--- config.mk ---
export PLATFORM = sky130hd
export DESIGN_NAME = multicycle_control_fsm_flat
export DESIGN_NICKNAME = d
export VERILOG_FILES = /design/src/rtl/multicycle_control_fsm_pkg.sv /design/src/rtl/multicycle_control_fsm_if.sv /design/src/rtl/multicycle_control_fsm_imm_src_decoder.sv /design/src/rtl/multicycle_control_fsm.sv /design/src/flat_wrapper.sv
export SDC_FILE = /design/constraint.sdc
export NUM_CORES = 1
export LEC_CHECK = 0
export CAP_MARGIN = 20
export CORE_AREA = 2 2 39 41
export CTS_CLUSTER_DIAMETER = 50
export DETAILED_ROUTE_END_ITERATION = 16
export DIE_AREA = 0 0 41 43
export PLACE_DENSITY = 0.87
export SLEW_MARGIN = 25
export SYNTH_ARGS = -nofsm -noshare
export SYNTH_HDL_FRONTEND = slang
export SYNTH_SLANG_ARGS = --single-unit
--- constraint.sdc ---
create_clock -name clk -period 3.4 [get_ports clk]
set_input_delay 0.34 -clock clk [delete_from_list [all_inputs] [get_ports clk]]
set_output_delay 0.34 -clock clk [all_outputs]
set_load 0.03 [all_outputs]
--- src/rtl/multicycle_control_fsm_pkg.sv ---
// Shared encodings for the multicycle RV32I control path: FSM states, opcodes and the
// datapath mux/ALU select codes that the ALU decoder and immediate extender also use.
package multicycle_control_fsm_pkg;

    typedef enum logic [3:0] {
        StFetch  = 4'd0,
        StDecode = 4'd1,
        StMemAdr = 4'd2,
        StMemRd  = 4'd3,
        StMemWb  = 4'd4,
        StMemWr  = 4'd5,
        StExecR  = 4'd6,
        StExecI  = 4'd7,
        StAluWb  = 4'd8,
        StBeq    = 4'd9,
        StJal    = 4'd10,
        StTrap   = 4'd11
    } state_e;

    localparam logic [6:0] OP_LW  = 7'b0000011;
    localparam logic [6:0] OP_SW  = 7'b0100011;
    localparam logic [6:0] OP_R   = 7'b0110011;
    localparam logic [6:0] OP_I   = 7'b0010011;
    localparam logic [6:0] OP_BEQ = 7'b1100011;
    localparam logic [6:0] OP_JAL = 7'b1101111;

    localparam logic [1:0] ALUOP_ADD   = 2'b00;
    localparam logic [1:0] ALUOP_SUB   = 2'b01;
    localparam logic [1:0] ALUOP_FUNCT = 2'b10;

    localparam logic [1:0] RES_ALUOUT    = 2'b00;
    localparam logic [1:0] RES_DATA      = 2'b01;
    localparam logic [1:0] RES_ALURESULT = 2'b10;

    localparam logic [1:0] SRCA_PC    = 2'b00;
    localparam logic [1:0] SRCA_OLDPC = 2'b01;
    localparam logic [1:0] SRCA_RS1   = 2'b10;

    localparam logic [1:0] SRCB_RS2  = 2'b00;
    localparam logic [1:0] SRCB_IMM  = 2'b01;
    localparam logic [1:0] SRCB_FOUR = 2'b10;

    localparam logic [1:0] IMM_I = 2'b00;
    localparam logic [1:0] IMM_S = 2'b01;
    localparam logic [1:0] IMM_B = 2'b10;
    localparam logic [1:0] IMM_J = 2'b11;

endpackage

--- src/rtl/multicycle_control_fsm_if.sv ---
// Control bundle between the multicycle FSM (master) and the datapath (slave).
interface multicycle_control_fsm_if;

    logic [6:0] op;
    logic       zero;
    logic       mem_ready;
    logic       PCWrite;
    logic       AdrSrc;
    logic       MemWrite;
    logic       IRWrite;
    logic [1:0] ResultSrc;
    logic [1:0] ALUSrcA;
    logic [1:0] ALUSrcB;
    logic [1:0] ALUOp;
    logic [1:0] ImmSrc;
    logic       RegWrite;
    logic       illegal_instr;

    modport master (
        input  op, zero, mem_ready,
        output PCWrite, AdrSrc, MemWrite, IRWrite, ResultSrc, ALUSrcA, ALUSrcB, ALUOp,
               ImmSrc, RegWrite, illegal_instr
    );

    modport slave (
        output op, zero, mem_ready,
        input  PCWrite, AdrSrc, MemWrite, IRWrite, ResultSrc, ALUSrcA, ALUSrcB, ALUOp,
               ImmSrc, RegWrite, illegal_instr
    );

endinterface

--- src/rtl/multicycle_control_fsm_imm_src_decoder.sv ---
// Opcode to immediate-format select; purely combinational, unknown opcodes use I-type.
module imm_src_decoder
    import multicycle_control_fsm_pkg::*;
(
    input  logic [6:0] op,
    output logic [1:0] imm_src
);

    always_comb begin
        imm_src = IMM_I;
        case (op)
            OP_SW:   imm_src = IMM_S;
            OP_BEQ:  imm_src = IMM_B;
            OP_JAL:  imm_src = IMM_J;
            default: imm_src = IMM_I;
        endcase
    end

endmodule

--- src/rtl/multicycle_control_fsm.sv ---
// Main control FSM of the multicycle RV32I core; memory states stall on mem_ready.
module multicycle_control_fsm
    import multicycle_control_fsm_pkg::*;
#(
    parameter int unsigned STATE_W   = 4,
    parameter bit          TRAP_HALT = 1'b1
) (
    input  logic                      clk,
    input  logic                      rst,
    multicycle_control_fsm_if.master  ctl
);

    logic [STATE_W-1:0] state_q;
    state_e             state;
    state_e             state_d;

    // Low four bits carry the encoding; leftover codes fall through to the default arm.
    assign state = state_e'(state_q[3:0]);

    always_ff @(posedge clk) begin
        if (rst) begin
            state_q <= STATE_W'(StFetch);
        end else begin
            state_q <= STATE_W'(state_d);
        end
    end

    always_comb begin
        state_d           = StFetch;
        ctl.PCWrite       = 1'b0;
        ctl.AdrSrc        = 1'b0;
        ctl.MemWrite      = 1'b0;
        ctl.IRWrite       = 1'b0;
        ctl.ResultSrc     = RES_ALUOUT;
        ctl.ALUSrcA       = SRCA_PC;
        ctl.ALUSrcB       = SRCB_RS2;
        ctl.ALUOp         = ALUOP_ADD;
        ctl.RegWrite      = 1'b0;
        ctl.illegal_instr = 1'b0;

        case (state)
            StFetch: begin
                ctl.ALUSrcA   = SRCA_PC;
                ctl.ALUSrcB   = SRCB_FOUR;
                ctl.ResultSrc = RES_ALURESULT;
                ctl.IRWrite   = ctl.mem_ready;
                ctl.PCWrite   = ctl.mem_ready;
                state_d       = ctl.mem_ready ? StDecode : StFetch;
            end
            StDecode: begin
                // Precompute the branch target into ALUOut while the opcode is decoded.
                ctl.ALUSrcA = SRCA_OLDPC;
                ctl.ALUSrcB = SRCB_IMM;
                case (ctl.op)
                    OP_LW, OP_SW: state_d = StMemAdr;
                    OP_R:         state_d = StExecR;
                    OP_I:         state_d = StExecI;
                    OP_BEQ:       state_d = StBeq;
                    OP_JAL:       state_d = StJal;
                    default:      state_d = StTrap;
                endcase
            end
            StMemAdr: begin
                ctl.ALUSrcA = SRCA_RS1;
                ctl.ALUSrcB = SRCB_IMM;
                state_d     = ctl.op[5] ? StMemWr : StMemRd;
            end
            StMemRd: begin
                ctl.AdrSrc = 1'b1;
                state_d    = ctl.mem_ready ? StMemWb : StMemRd;
            end
            StMemWb: begin
                ctl.ResultSrc = RES_DATA;
                ctl.RegWrite  = 1'b1;
                state_d       = StFetch;
            end
            StMemWr: begin
                ctl.AdrSrc   = 1'b1;
                ctl.MemWrite = 1'b1;
                state_d      = ctl.mem_ready ? StFetch : StMemWr;
            end
            StExecR: begin
                ctl.ALUSrcA = SRCA_RS1;
                ctl.ALUSrcB = SRCB_RS2;
                ctl.ALUOp   = ALUOP_FUNCT;
                state_d     = StAluWb;
            end
            StExecI: begin
                ctl.ALUSrcA = SRCA_RS1;
                ctl.ALUSrcB = SRCB_IMM;
                ctl.ALUOp   = ALUOP_FUNCT;
                state_d     = StAluWb;
            end
            StAluWb: begin
                ctl.ResultSrc = RES_ALUOUT;
                ctl.RegWrite  = 1'b1;
                state_d       = StFetch;
            end
            StBeq: begin
                ctl.ALUSrcA   = SRCA_RS1;
                ctl.ALUSrcB   = SRCB_RS2;
                ctl.ALUOp     = ALUOP_SUB;
                ctl.ResultSrc = RES_ALUOUT;
                ctl.PCWrite   = ctl.zero;
                state_d       = StFetch;
            end
            StJal: begin
                // Link value PC+4 is formed from OldPC while PC takes the target in ALUOut.
                ctl.ALUSrcA   = SRCA_OLDPC;
                ctl.ALUSrcB   = SRCB_FOUR;
                ctl.ALUOp     = ALUOP_ADD;
                ctl.ResultSrc = RES_ALUOUT;
                ctl.PCWrite   = 1'b1;
                state_d       = StAluWb;
            end
            StTrap: begin
                ctl.illegal_instr = 1'b1;
                state_d           = TRAP_HALT ? StTrap : StFetch;
            end
            default: begin
                state_d = StFetch;
            end
        endcase
    end

    imm_src_decoder u_imm_src_decoder (
        .op      (ctl.op),
        .imm_src (ctl.ImmSrc)
    );

endmodule

--- src/flat_wrapper.sv ---
// flat-port wrapper written by rule: the top's interface ports become plain ports
module multicycle_control_fsm_flat import multicycle_control_fsm_pkg::*;
#(
    parameter int unsigned STATE_W   = 4,
    parameter bit          TRAP_HALT = 1'b1
)
  (clk, rst, ctl_op, ctl_zero, ctl_mem_ready, ctl_PCWrite, ctl_AdrSrc, ctl_MemWrite, ctl_IRWrite, ctl_ResultSrc, ctl_ALUSrcA, ctl_ALUSrcB, ctl_ALUOp, ctl_ImmSrc, ctl_RegWrite, ctl_illegal_instr);
  multicycle_control_fsm_if ctl_i ();
  input  logic clk;
  input  logic rst;
  input wire logic [$bits(ctl_i.op)-1:0] ctl_op;
  input wire logic [$bits(ctl_i.zero)-1:0] ctl_zero;
  input wire logic [$bits(ctl_i.mem_ready)-1:0] ctl_mem_ready;
  output wire logic [$bits(ctl_i.PCWrite)-1:0] ctl_PCWrite;
  output wire logic [$bits(ctl_i.AdrSrc)-1:0] ctl_AdrSrc;
  output wire logic [$bits(ctl_i.MemWrite)-1:0] ctl_MemWrite;
  output wire logic [$bits(ctl_i.IRWrite)-1:0] ctl_IRWrite;
  output wire logic [$bits(ctl_i.ResultSrc)-1:0] ctl_ResultSrc;
  output wire logic [$bits(ctl_i.ALUSrcA)-1:0] ctl_ALUSrcA;
  output wire logic [$bits(ctl_i.ALUSrcB)-1:0] ctl_ALUSrcB;
  output wire logic [$bits(ctl_i.ALUOp)-1:0] ctl_ALUOp;
  output wire logic [$bits(ctl_i.ImmSrc)-1:0] ctl_ImmSrc;
  output wire logic [$bits(ctl_i.RegWrite)-1:0] ctl_RegWrite;
  output wire logic [$bits(ctl_i.illegal_instr)-1:0] ctl_illegal_instr;
  assign ctl_i.op = ctl_op;
  assign ctl_i.zero = ctl_zero;
  assign ctl_i.mem_ready = ctl_mem_ready;
  assign ctl_PCWrite = ctl_i.PCWrite;
  assign ctl_AdrSrc = ctl_i.AdrSrc;
  assign ctl_MemWrite = ctl_i.MemWrite;
  assign ctl_IRWrite = ctl_i.IRWrite;
  assign ctl_ResultSrc = ctl_i.ResultSrc;
  assign ctl_ALUSrcA = ctl_i.ALUSrcA;
  assign ctl_ALUSrcB = ctl_i.ALUSrcB;
  assign ctl_ALUOp = ctl_i.ALUOp;
  assign ctl_ImmSrc = ctl_i.ImmSrc;
  assign ctl_RegWrite = ctl_i.RegWrite;
  assign ctl_illegal_instr = ctl_i.illegal_instr;
  multicycle_control_fsm #(.STATE_W(STATE_W), .TRAP_HALT(TRAP_HALT)) u_core (.clk(clk), .rst(rst), .ctl(ctl_i));
endmodule
==> results of run 1 <==
-- placed cells by master, fill, tap and decap left out, types with 2 or more instances in the layout --
cell	n
inv_1	4
and3_1	2
a21oi_1	6
xnor2_1	2
nor3_1	5
mux2i_1	2
clkbuf_4	3
or3b_1	2
nor2b_1	2
nand3_1	2
nand2_1	4
or2_2	2
o21ai_0	4
clkdlybuf4s50_1	26
nor2_1	14
nand2b_1	2
dfxtp_1	4
-- metrics by stage --
step	hold slack, ps	power (mW)	setup WS (ps)	area [um2]
4_1_cts	805.7	0.6509	823.2	799.5
2_1_floorplan	556.8	0.4321	1078	520.5
3_5_place_dp	805.5	0.5884	829.4	777.0
5_1_grt	822.9	0.6970	675.2	799.5
3_3_place_gp	815.0	0.5868	856.7	777.0
6_report	815.0	0.6464	833.5	799.5
-- routing by layer --
layer	share of wire [%]	GRT usage, %	vias to the layer above
met2	51	23.44	22
met1	42	22.98	283
li1	-	-	333
met4	0	8.000	0
met5	0	0	-
met3	7.2	1.571	0
-- power breakdown --
group | internal [mW] | switching (mW) | leakage [nW]
clock | 0.0395 | 0.0192 | 0.0138
sequential | 0.0624 | 0.0611 | 0.0328
combinational | 0.211 | 0.253 | 0.231
total | 0.313 | 0.333 | 0.277
-- how the worst max path moves through the flow --
stage          cells after the start              to  slack [ps]                       start
2_1_floorplan                      3     ctl_IRWrite        1080  u_core.state[1]$_SDFF_PP0_
3_3_place_gp                       6     ctl_PCWrite         860               ctl_mem_ready
3_5_place_dp                       6     ctl_PCWrite         830               ctl_mem_ready
4_1_cts                            6     ctl_PCWrite         820               ctl_mem_ready
5_1_grt                            5  ctl_ALUSrcA[1]         680  u_core.state[0]$_SDFF_PP0_
6_report                           6     ctl_PCWrite         830               ctl_mem_ready
-- kinds of logic after synthesis --
kind of cell	after synthesis	synth area share, %
buffers and inverters	9	7.451
AND/OR/NAND/NOR	43	46.64
AO/OA/AOI/OAI	19	23.32
flip-flops	4	15.39
multiplexers	2	3.846
XOR/XNOR	2	3.366
-- layout make-up --
type,count,area [um2]
multi-input combinational,66,401.6
tap,16,20.02
clock buffer,3,22.52
inverter,4,15.01
timing repair buffer,26,260.3
sequential,4,80.08
fill,130,584.3
-- tightest hold or removal path, stage by stage --
cell,delay (ps)
clkdlybuf4s50_1,410
inv_1,70
or3b_1,130
a21oi_2,50
==> results.md, run 1 <==
- # DRC: 0
- Fin nets: 116
- Area leader, netlist: dfxtp_1
- Routed wire length: 1254 um
- Site row count: 14
- Die X: 41 um
- Synth cell count leaders: nor2_1 (14), a21oi_1 (6), nor3_1 (5)
- Die Ht: 43 um
- Synthesized Nets: 90
- Seq cells post-synth: 4
- Placer Congestion: 0.7606
- Largest net degree at the start of global routing: 21
- Reg-to-reg endpoint: u_core.state[2]$_SDFF_PP0_
- Top_reg_cell synth: dfxtp_1
- FF-to-FF setup slack: 1850 ps
- Dpl hpwl: 965.2 um
- Max stage delay on crit path: 670 ps
- Max Cap Viol: 0
- Remaining Overflow, GRT: 0
- Hold path cells: 4
- Most frequent cell after synthesis: nor2_1
- Ratio of cells with drive above 1 in the final layout: 8.738%
- Worst slew pin tran: 651.1 ps
- Pins Over Slew Limit: 0
- Worst Path Max Fanout: 6
- Post-CTS resize count: 0
- Status: completed
- TritonCTS clock tree: done
- Post-CTS setup buffers: 0
- Htree depth: 1
- Crit Path Category: in2out
- Sequential-to-total area share from yosys stat: 15.38%
- Cts bufs inserted: 3
- EDFF count, synth: 0
- I/O Buffers: 26
- Wirelength per Cell: 10.54 um
- Path depth of the worst reg2reg path: 4
- Peak Freq: 0.3896 GHz
- First-pass GRT wire length: 2042 um
- Syn-to-layout area delta: 53.61%
- Clock sinks: 4
- CP Capture Type: output port
- Top cell by count, worst path: clkdlybuf4s50_1
- Clk Latency, worst-skew pair: 230 ps
- Avg Vias per Cell: 5.361
- Initial antenna violation count: 0
- DIE AREA: 0.001763 mm2
- Top cell type's share of synthesized area: 15.38%
- Synth unique cells: 34
- Leak: 0.2774 nW
- Critical path, cell by cell: clkdlybuf4s50_1, or3b_1, a21oi_1, a31oi_1, nor2_1, clkdlybuf4s50_1
- Gr usage total: 16.20%
- CP arrival: 2230 ps
- Cell Count Post-Placement: 116
- Worst Hold Launch: ctl_op[4]
- RR Startpoint: u_core.state[0]$_SDFF_PP0_
- Max reg flops: 4
- Synthesized instance count: 79
- Initial DRC count: 12
- YS warnings: 0
- Vias post-DR: 638
- Hold-fix buffers, CTS: 0
- CP required: 3060 ps
- Syn avg cell area: 6.589 um2
- # diodes: 0
- I/O pin total: 27
- Worst path top cell family by delay: buffers and inverters
- Drt first pass iters: 4
- Root Driver: clkbuf_4
- Initial Util: 37.61%
- Slew margin rel.: 56.53%
- Core region area: 0.001384 mm2
- Slowest CP cell: clkdlybuf4s50_1
- Clk pin slew, worst setup/hold paths: 40 ps
- Fin cells: 119
- Hold WC Path Type: in2reg
- Layout Utilization: 57.78%
- Critical Path Source Type: input pin
- Final Hold Fails: 0
- CP bufs+invs: 2
- Number of global-route vias before repair: 519
- Final setup vio count: 0
- Mapped cell area: 520.5 um2
- Routed Antenna Nets: 0
- Final setup skew: 0.9971 ps
- Worst-case clock buffer depth: 2
- RSZ-0062 raised after global routing: no
- Fin crit share: 75.48%
- Power Density: 808.5 mW/mm2
- Period minus WS final: 2566 ps
- Largest cells by area after synthesis: dfxtp_1 (15%), nor2_1 (10%), a21oi_1 (5.8%), nor3_1 (4.8%), buf_2 (3.8%)
- Total Negative Setup Slacks: 0 ps
- Share of flip-flops with an asynchronous set or reset: 0%
- Peak supply drop: 0.4178 mV
- Hold Path End: u_core.state[2]$_SDFF_PP0_
No activity file was read; power rests on OpenSTA's default activity.
==> run 2, diff against run 1 <==
--- a/config.mk
+++ b/config.mk
@@ -6,11 +6,11 @@
 export NUM_CORES = 1
 export LEC_CHECK = 0
 export CAP_MARGIN = 20
-export CORE_AREA = 2 2 39 41
+export CORE_MARGIN = 1.5
+export CORE_UTILIZATION = 38
 export CTS_CLUSTER_DIAMETER = 50
 export DETAILED_ROUTE_END_ITERATION = 16
-export DIE_AREA = 0 0 41 43
-export PLACE_DENSITY = 0.87
+export PLACE_DENSITY = 0.85
 export SLEW_MARGIN = 25
 export SYNTH_ARGS = -nofsm -noshare
 export SYNTH_HDL_FRONTEND = slang
==> constraint.sdc (replaced) <==
create_clock -name clk -period 2.65 [get_ports clk]
set_input_delay 0.265 -clock clk [delete_from_list [all_inputs] [get_ports clk]]
set_output_delay 0.265 -clock clk [all_outputs]
set_load 0.03 [all_outputs]
==> results.md, run 2 (synthesis gave the netlist of run 1 again) <==
- DIE AREA: 0.001601 mm2
- Clock sinks: 4
- RSZ-0062 raised after global routing: no
- Die X: 40.01 um
- Status: completed
- Slowest CP cell: clkdlybuf4s50_1
- Remaining Overflow, GRT: 0
- Ratio of cells with drive above 1 in the final layout: 9.615%
- Worst path top cell family by delay: buffers and inverters
- Cts bufs inserted: 3
- I/O Buffers: 26
- Initial Util: 40.51%
- Crit Path Category: in2out
- Hold WC Path Type: in2reg
- Largest net degree at the start of global routing: 17
- Worst Path Max Fanout: 6
- I/O pin total: 27
- Clk pin slew, worst setup/hold paths: 40 ps
- Peak supply drop: 0.5219 mV
- # DRC: 0
- Max Cap Viol: 0
- Initial DRC count: 18
- Peak Freq: 0.4141 GHz
- Placer Congestion: 0.7800
- Power Density: 1052 mW/mm2
- Clk Latency, worst-skew pair: 240 ps
- # diodes: 0
- Wirelength per Cell: 11.36 um
- Critical Path Source Type: input pin
- First-pass GRT wire length: 2221 um
- Hold-fix buffers, CTS: 0
- Post-CTS setup buffers: 0
- Cell Count Post-Placement: 116
- CP arrival: 2150 ps
- Routed wire length: 1352 um
- Fill cells: 123
- Htree depth: 1
- Worst-case clock buffer depth: 2
- CP required: 2380 ps
- Worst slew pin tran: 586.7 ps
- Die Ht: 40.01 um
- Max stage delay on crit path: 670 ps
- Drt first pass iters: 4
- Core region area: 0.001285 mm2
- Max reg flops: 4
- Fin cells: 119
- Commonest cells after routing, fill and taps aside: clkdlybuf4s50_1 (26), nor2_1 (14), a21oi_1 (6)
- Number of global-route vias before repair: 511
- Dpl hpwl: 1021 um
- Root Driver: clkbuf_4
- Avg Vias per Cell: 5.479
- Gr usage total: 20.58%
- Site row count: 13
- Period minus WS final: 2415 ps
- Syn-to-layout area delta: 54.81%
- Slew margin rel.: 60.84%
- Commonest non-fill, non-tap cell in the layout: clkdlybuf4s50_1
- Final setup vio count: 0
- Top cell by count, worst path: clkdlybuf4s50_1
- Vias post-DR: 652
- Leak: 0.2827 nW
- TritonCTS clock tree: done
- Total Negative Setup Slacks: 0 ps
- Initial antenna violation count: 0
- Fin nets: 117
- Pins Over Slew Limit: 0
- Final Hold Fails: 0
- Final setup skew: 2.732 ps
- CP Capture Type: output port
- Critical path, cell by cell: clkdlybuf4s50_1, or3b_1, a21oi_1, a31oi_1, nor2_1, clkdlybuf4s50_1
- CP bufs+invs: 2
- Fin crit share: 91.13%
- Post-CTS resize count: 0
- Routed Antenna Nets: 0
run 2: cell count changes in the layout (fill, tap and decap cells not counted), sizes merged:
cell,previous run,this run
buf,0,1
run 2: layout make-up:
cell class	count	area, um2	area share [%]
clock buffer	3	22.52	2.795
inverter	4	15.01	1.863
multi-input combinational	66	401.6	49.84
sequential	4	80.08	9.938
tap	15	18.77	2.329
timing repair buffer	27	267.8	33.23
run 2: where the power goes:
part | switching [mW] | internal (mW)
Combinational | 0.344 | 0.277
Sequential | 0.0678 | 0.0802
Clock | 0.0279 | 0.0508
run 2: worst min-delay path, stage by stage:
cell and delay, ps:
clkdlybuf4s50_1 410, inv_1 70, or3b_1 120, a21oi_2 50
run 2: path summary, 6_finish.rpt:
path / depth (start not counted) / startpoint / slack (ps) / end
setup / recovery: 6 / ctl_mem_ready / 240 / ctl_PCWrite
hold / removal: 4 / ctl_op[4] / 710 / u_core.state[2]$_SDFF_PP0_
setup reg to reg: 4 / u_core.state[0]$_SDFF_PP0_ / 1110 / u_core.state[2]$_SDFF_PP0_
hold reg to reg: 3 / u_core.state[3]$_SDFF_PP0_ / 790 / u_core.state[1]$_SDFF_PP0_
run 2: routing by layer:
metal	global-route usage [%]	share of wire (%)
met1	26.26	44
met3	5.000	4.8
met4	7.759	0.74
met2	33.06	51
met5	0	0
run 2: through the flow:
stage          hold slack [ps]  instance area [um2]  power, mW  setup WS [ps]  util, %
2_1_floorplan            481.8                520.5     0.5544          403.4        -
3_3_place_gp             755.7                783.3     0.7575          276.1    60.95
3_5_place_dp             779.3                783.3     0.7673          234.2    60.95
4_1_cts                  707.4                805.8     0.8538          225.6    62.71
5_1_grt                  774.2                805.8     0.9066          36.30    62.71
6_report                 714.2                805.8     0.8478          235.0    62.71
